<file path="config.mk">
export PLATFORM = sky130hd
export DESIGN_NAME = fp32_i2f_norm
export DESIGN_NICKNAME = d
export VERILOG_FILES = /design/src/rtl/fp32_i2f_norm.sv
export SDC_FILE = /design/constraint.sdc
export NUM_CORES = 1
export LEC_CHECK = 0
export ABC_AREA = 1
export CAP_MARGIN = 5
export CORE_AREA = 4 4 113 115
export DETAILED_ROUTE_END_ITERATION = 8
export DIE_AREA = 0 0 117 119
export DONT_BUFFER_PORTS = 1
export PLACE_DENSITY = 0.85
export SLEW_MARGIN = 25
export SYNTH_ARGS = -nofsm -noshare
export SYNTH_HDL_FRONTEND = slang
export SYNTH_HIERARCHICAL = 1
export SYNTH_SLANG_ARGS = --single-unit
</file>
<file path="constraint.sdc">
create_clock -name i_clk -period 7.5 [get_ports i_clk]
set_input_delay 0.75 -clock i_clk [delete_from_list [all_inputs] [get_ports i_clk]]
set_output_delay 0.75 -clock i_clk [all_outputs]
set_load 0.03 [all_outputs]
</file>
<file path="src/rtl/fp32_i2f_norm.sv">
// -----------------------------------------------------------------------------
// fp32_i2f_norm
//   Three-stage pipelined int32 -> fp32 converter, round-to-nearest-even only.
//   S1 takes the magnitude, S2 normalises it using the leading-one position
//   from lzd_32b, S3 rounds and packs the fp32 word.
//   A single advance signal stalls every stage together; bubbles stay put.
//
//   Ports
//     i_clk      rising-edge clock
//     i_rst      asynchronous active-high reset
//     i_a        integer operand (signed when SIGNED_IN=1)
//     i_valid    i_a valid this cycle
//     o_ready    block accepts i_a this cycle
//     o_z        fp32 result {sign, exp[7:0], frac[22:0]}
//     o_inexact  result was rounded
//     o_valid    o_z / o_inexact valid
//     i_ready    downstream accepts o_z this cycle
// -----------------------------------------------------------------------------

// Leading-one detector: po is the bit index of the most significant set bit,
// pv flags a nonzero input (po is 0 when pv is 0).
module lzd_32b (
    input  logic [31:0] a,
    output logic [4:0]  po,
    output logic        pv
);
    // One-hot of the leading one: a bit is the leader when nothing above it is set.
    logic [31:0] above_any;
    logic [31:0] lead_oh;

    assign above_any[31] = 1'b0;

    genvar gi;
    generate
        for (gi = 0; gi < 31; gi++) begin : g_above
            assign above_any[gi] = above_any[gi+1] | a[gi+1];
        end
        for (gi = 0; gi < 32; gi++) begin : g_lead
            assign lead_oh[gi] = a[gi] & ~above_any[gi];
        end
    endgenerate

    always_comb begin
        po = 5'd0;
        for (int i = 0; i < 32; i++) begin
            if (lead_oh[i]) begin
                po = po | 5'(i);
            end
        end
    end

    assign pv = |a;
endmodule

module fp32_i2f_norm #(
    parameter bit SIGNED_IN = 1'b1
) (
    input  logic        i_clk,
    input  logic        i_rst,
    input  logic [31:0] i_a,
    input  logic        i_valid,
    output logic        o_ready,
    output logic [31:0] o_z,
    output logic        o_inexact,
    output logic        o_valid,
    input  logic        i_ready
);
    logic adv;

    // Stage registers
    logic        s1_s_reg;
    logic [31:0] s1_m_reg;
    logic        v1_reg;
    logic        s2_s_reg;
    logic [31:0] s2_n_reg;
    logic [4:0]  s2_po_reg;
    logic        s2_pv_reg;
    logic        v2_reg;

    // Next-state values
    logic        s1_s_next;
    logic [31:0] s1_m_next;
    logic [31:0] s2_n_next;
    logic [4:0]  lz_po;
    logic        lz_pv;
    logic [22:0] frac;
    logic        g_bit;
    logic        st_bit;
    logic        rnd;
    logic [23:0] frac_sum;
    logic        carry;
    logic [7:0]  exp_next;
    logic [31:0] z_next;
    logic        inexact_next;

    // The output register is the last stage, so it frees up whenever it is
    // empty or being drained this cycle.
    assign adv     = ~o_valid | i_ready;
    assign o_ready = adv;

    // S1: magnitude. Negating 0x80000000 wraps back to 0x80000000, which is
    // exactly the magnitude 2^31, so 32 bits suffice.
    always_comb begin
        s1_s_next = SIGNED_IN ? i_a[31] : 1'b0;
        s1_m_next = s1_s_next ? (~i_a + 32'd1) : i_a;
    end

    // S2: normalise so the leading one sits at bit 31.
    lzd_32b u_lzd (
        .a  (s1_m_reg),
        .po (lz_po),
        .pv (lz_pv)
    );

    assign s2_n_next = s1_m_reg << (5'd31 - lz_po);

    // S3: round to nearest even. A mantissa carry-out leaves frac_sum at
    // 0x800000, so the stored fraction is already zero in that case.
    always_comb begin
        frac         = s2_n_reg[30:8];
        g_bit        = s2_n_reg[7];
        st_bit       = |s2_n_reg[6:0];
        rnd          = g_bit & (st_bit | frac[0]);
        frac_sum     = {1'b0, frac} + {23'd0, rnd};
        carry        = frac_sum[23];
        exp_next     = 8'd127 + {3'd0, s2_po_reg} + {7'd0, carry};
        z_next       = s2_pv_reg ? {s2_s_reg, exp_next, frac_sum[22:0]} : 32'h0;
        inexact_next = s2_pv_reg & (g_bit | st_bit);
    end

    always_ff @(posedge i_clk or posedge i_rst) begin
        if (i_rst) begin
            s1_s_reg  <= 1'b0;
            s1_m_reg  <= 32'h0;
            v1_reg    <= 1'b0;
            s2_s_reg  <= 1'b0;
            s2_n_reg  <= 32'h0;
            s2_po_reg <= 5'd0;
            s2_pv_reg <= 1'b0;
            v2_reg    <= 1'b0;
            o_z       <= 32'h0;
            o_inexact <= 1'b0;
            o_valid   <= 1'b0;
        end else if (adv) begin
            s1_s_reg  <= s1_s_next;
            s1_m_reg  <= s1_m_next;
            v1_reg    <= i_valid;
            s2_s_reg  <= s1_s_reg;
            s2_n_reg  <= s2_n_next;
            s2_po_reg <= lz_po;
            s2_pv_reg <= lz_pv;
            v2_reg    <= v1_reg;
            o_z       <= z_next;
            o_inexact <= inexact_next;
            o_valid   <= v2_reg;
        end
    end
endmodule

</file>
==> impl_metrics.ini <==
[critical_path]
crit_path_start_kind = register
worstSetupPathType = reg -> reg
r2r_start = s1_m_reg[19]
reg2reg_slack_ps = 4000
cp_data_arrival_time_ps = 3760
worstPathMaxFanout = 29
critPathLaunch = s1_m_reg[19]
capturing_element_type_of_the_critical_path = register
required_ps = 7770

[pwr]
leakage_nw = 3.80
worst_ir_drop_vdd_mv = 0.144
power_per_cell_area_nw_per_um2 = 373

[floorplan]
core.rowCount = 40
floorplan.initialDensity = 0.642
boundaryPins = 71
die_width_um = 117
die-height_um = 119
dieArea_um2 = 13900
core-area_um2 = 11800

[clocking]
root_buf_cell = clkbuf_16
post-cts-setup-buffer-count = 0
cts.reportedPaths.clkPinSlew_ps = 70
htree_num_levels = 3
clk_path_buf_depth = 2
insertion_delay_ps = 350
post_cts_sizing = 0
numCtsBuffers = 9
cts_tree = built
cts_hold_buffers = 0
clock_sink_total = 107

[layout]
layout.nets = 1140
mostFrequentLayoutCells = nand2_1 (304), nand3_1 (241), dfrtp_1 (107)
syn2layout_area_growth_pct = 3.65
count_of_filler_cells_inserted_in_the_layout = 1094
antenna_cells_inserted = 0
final_common_cell = nand2_1
final_cells = 1252
layout-drive-gt1-share = 0.0769

[synth]
netlist-cell-type-count = 46
synth_sequential_area_ratio = 0.353
synth_edf_count = 0
async_reset_ff_frac = 1.00
avgSynthCellArea_um2 = 6.70
synth_nets = 1172
dominant_synthesized_flop_cell = dfrtp_1
synth_cells = 1132
synthesis.area_um2 = 7580
flip_flop_and_latch_count_after_synthesis = 107
ys_warn_count = 6

[timing]
final.setup.tns_ps = 0
timing.final.hold_violations = 0
timing.final.crit_share = 0.466
report.final.setup_viol = 0
worstMarginPinSlew_ps = 979
finalCriticalPeriod_ps = 3500
timing.hold.ws_ps = 232
max_freq_mhz = 286
final_max_slew_viol_count = 0
rsz0062_at_grt = false
post-route-worst-setup-slack_ps = 4000
worst_clock_skew_ps = 8.27
max-slew-margin-rel = 0.347

[drt]
routedWlPerCell_um = 16.0
routed-via-count = 7419
remaining_drc_errors = 0
detail_route.vias_per_cell = 5.93
first_iter_violations = 964
drt-pass1-iter-count = 7
postRouteWirelength_um = 20000
drtAntennaViolNets = 0

[placement]
place_hpwl_um = 15000
placedCellCount = 1236
placement.io_buffers = 0
place_ws_ps = 4110
finalWeightedCongestion = 0.969

[run]
max_cap_viol_count = 0

[global_routing]
first_global_vias = 6908
globalRouteTotalUtil = 0.295
grt_antenna_before_repair = 0
grt_pass1_wl_um = 33200
largest_net_degree_at_the_start_of_global_routing = 81
grt_overflow = 0

[status]
outcome = finished clean

[hold_path]
hold_path_class = in -> async
[worst max-delay path, cell delays in order (launching register included)]
cell and delay (ps):
dfrtp_1 440, nor2_2 80, nand2_1 170, nor2_4 80
nand2_4 160, nor2_1 70, nor2_1 80, nand3_1 600
buf_4 470, inv_2 380, nand2_1 150, nand3_1 140
nand3_1 120, nand3_1 160, nand3_1 150, o211ai_1 140
[worst paths after layout]
kind                                      to  cells after the start
worst max-delay path            s2_n_reg[26]                     15
worst min-delay path                 o_z[28]                      1
worst max register to register  s2_n_reg[26]                     15
worst min register to register       o_valid                      1
max in group asynchronous       s1_m_reg[24]                      2
min in group i_clk                   o_valid                      1
[synth_stat cells, types with 3 or more instances]
cell type	number	area (um2)
xor2_1	9	78.8
buf_4	3	22.5
buf_1	3	11.3
inv_1	102	383
nand3b_1	3	22.5
o31ai_1	3	22.5
buf_6	4	45.0
nand3_1	241	1210
nor2_4	8	90.1
nor2_2	9	56.3
nand2_1	304	1140
ha_1	4	50.1
o21ai_1	4	20.0
dfrtp_1	107	2680
nor3_2	4	40.0
nand2_4	3	33.8
clkbuf_1	13	48.8
a21oi_1	19	95.1
nor2_1	97	364
o211ai_1	10	75.1
inv_2	5	18.8
or2_2	3	18.8
nand4_1	21	131
nand3_2	8	80.1
nor3_1	8	40.0
a31oi_1	3	18.8
o21ai_0	66	330
nand2_2	18	113
buf_2	28	140
[layer usage]
layer / vias up / GRT usage / wire (um)
met5: - / 0 / 0
met4: 0 / 0.148 / 1040
met3: 69 / 0.0442 / 1180
met2: 302 / 0.469 / 9530
met1: 3369 / 0.387 / 8260
li1: 3679 / - / -
[kinds of logic (layout without fill, tap and decap cells)]
| family | Yosys count | count (layout) | synth area share |
|---|---|---|---|
| compound gates | 120 | 120 | 0.0903 |
| xor+xnor | 10 | 10 | 0.0116 |
| fa+ha+maj | 4 | 4 | 0.00660 |
| buf+inv | 160 | 133 | 0.0914 |
| flops | 107 | 107 | 0.353 |
| simple gates | 731 | 731 | 0.447 |
[power breakdown]
group / switching, mW / internal [mW] / total, mW
Sequential: 0.389 / 0.802 / 1.19
Combinational: 0.871 / 0.402 / 1.27
Clock: 0.206 / 0.261 / 0.468
[metrics by stage]
stage	instance area, um2	power (mW)	utilization
global route	7860	3.15	0.665
detailed placement	7560	2.43	0.640
finish	7860	2.93	0.665
floorplan	7580	2.14	-
CTS	7850	2.91	0.665
global placement	7560	2.41	0.640
[area by class of cell]
class,instances,area [um2],share of cell area
sequential,107,2680,0.341
timing repair buffer,9,71.3,0.00908
clock buffer,13,240,0.0306
clock inverter,3,47.5,0.00605
multi-input combinational,865,4230,0.538
tap,147,184,0.0234
inverter,108,408,0.0519
(Power assumes the default switching activity.)
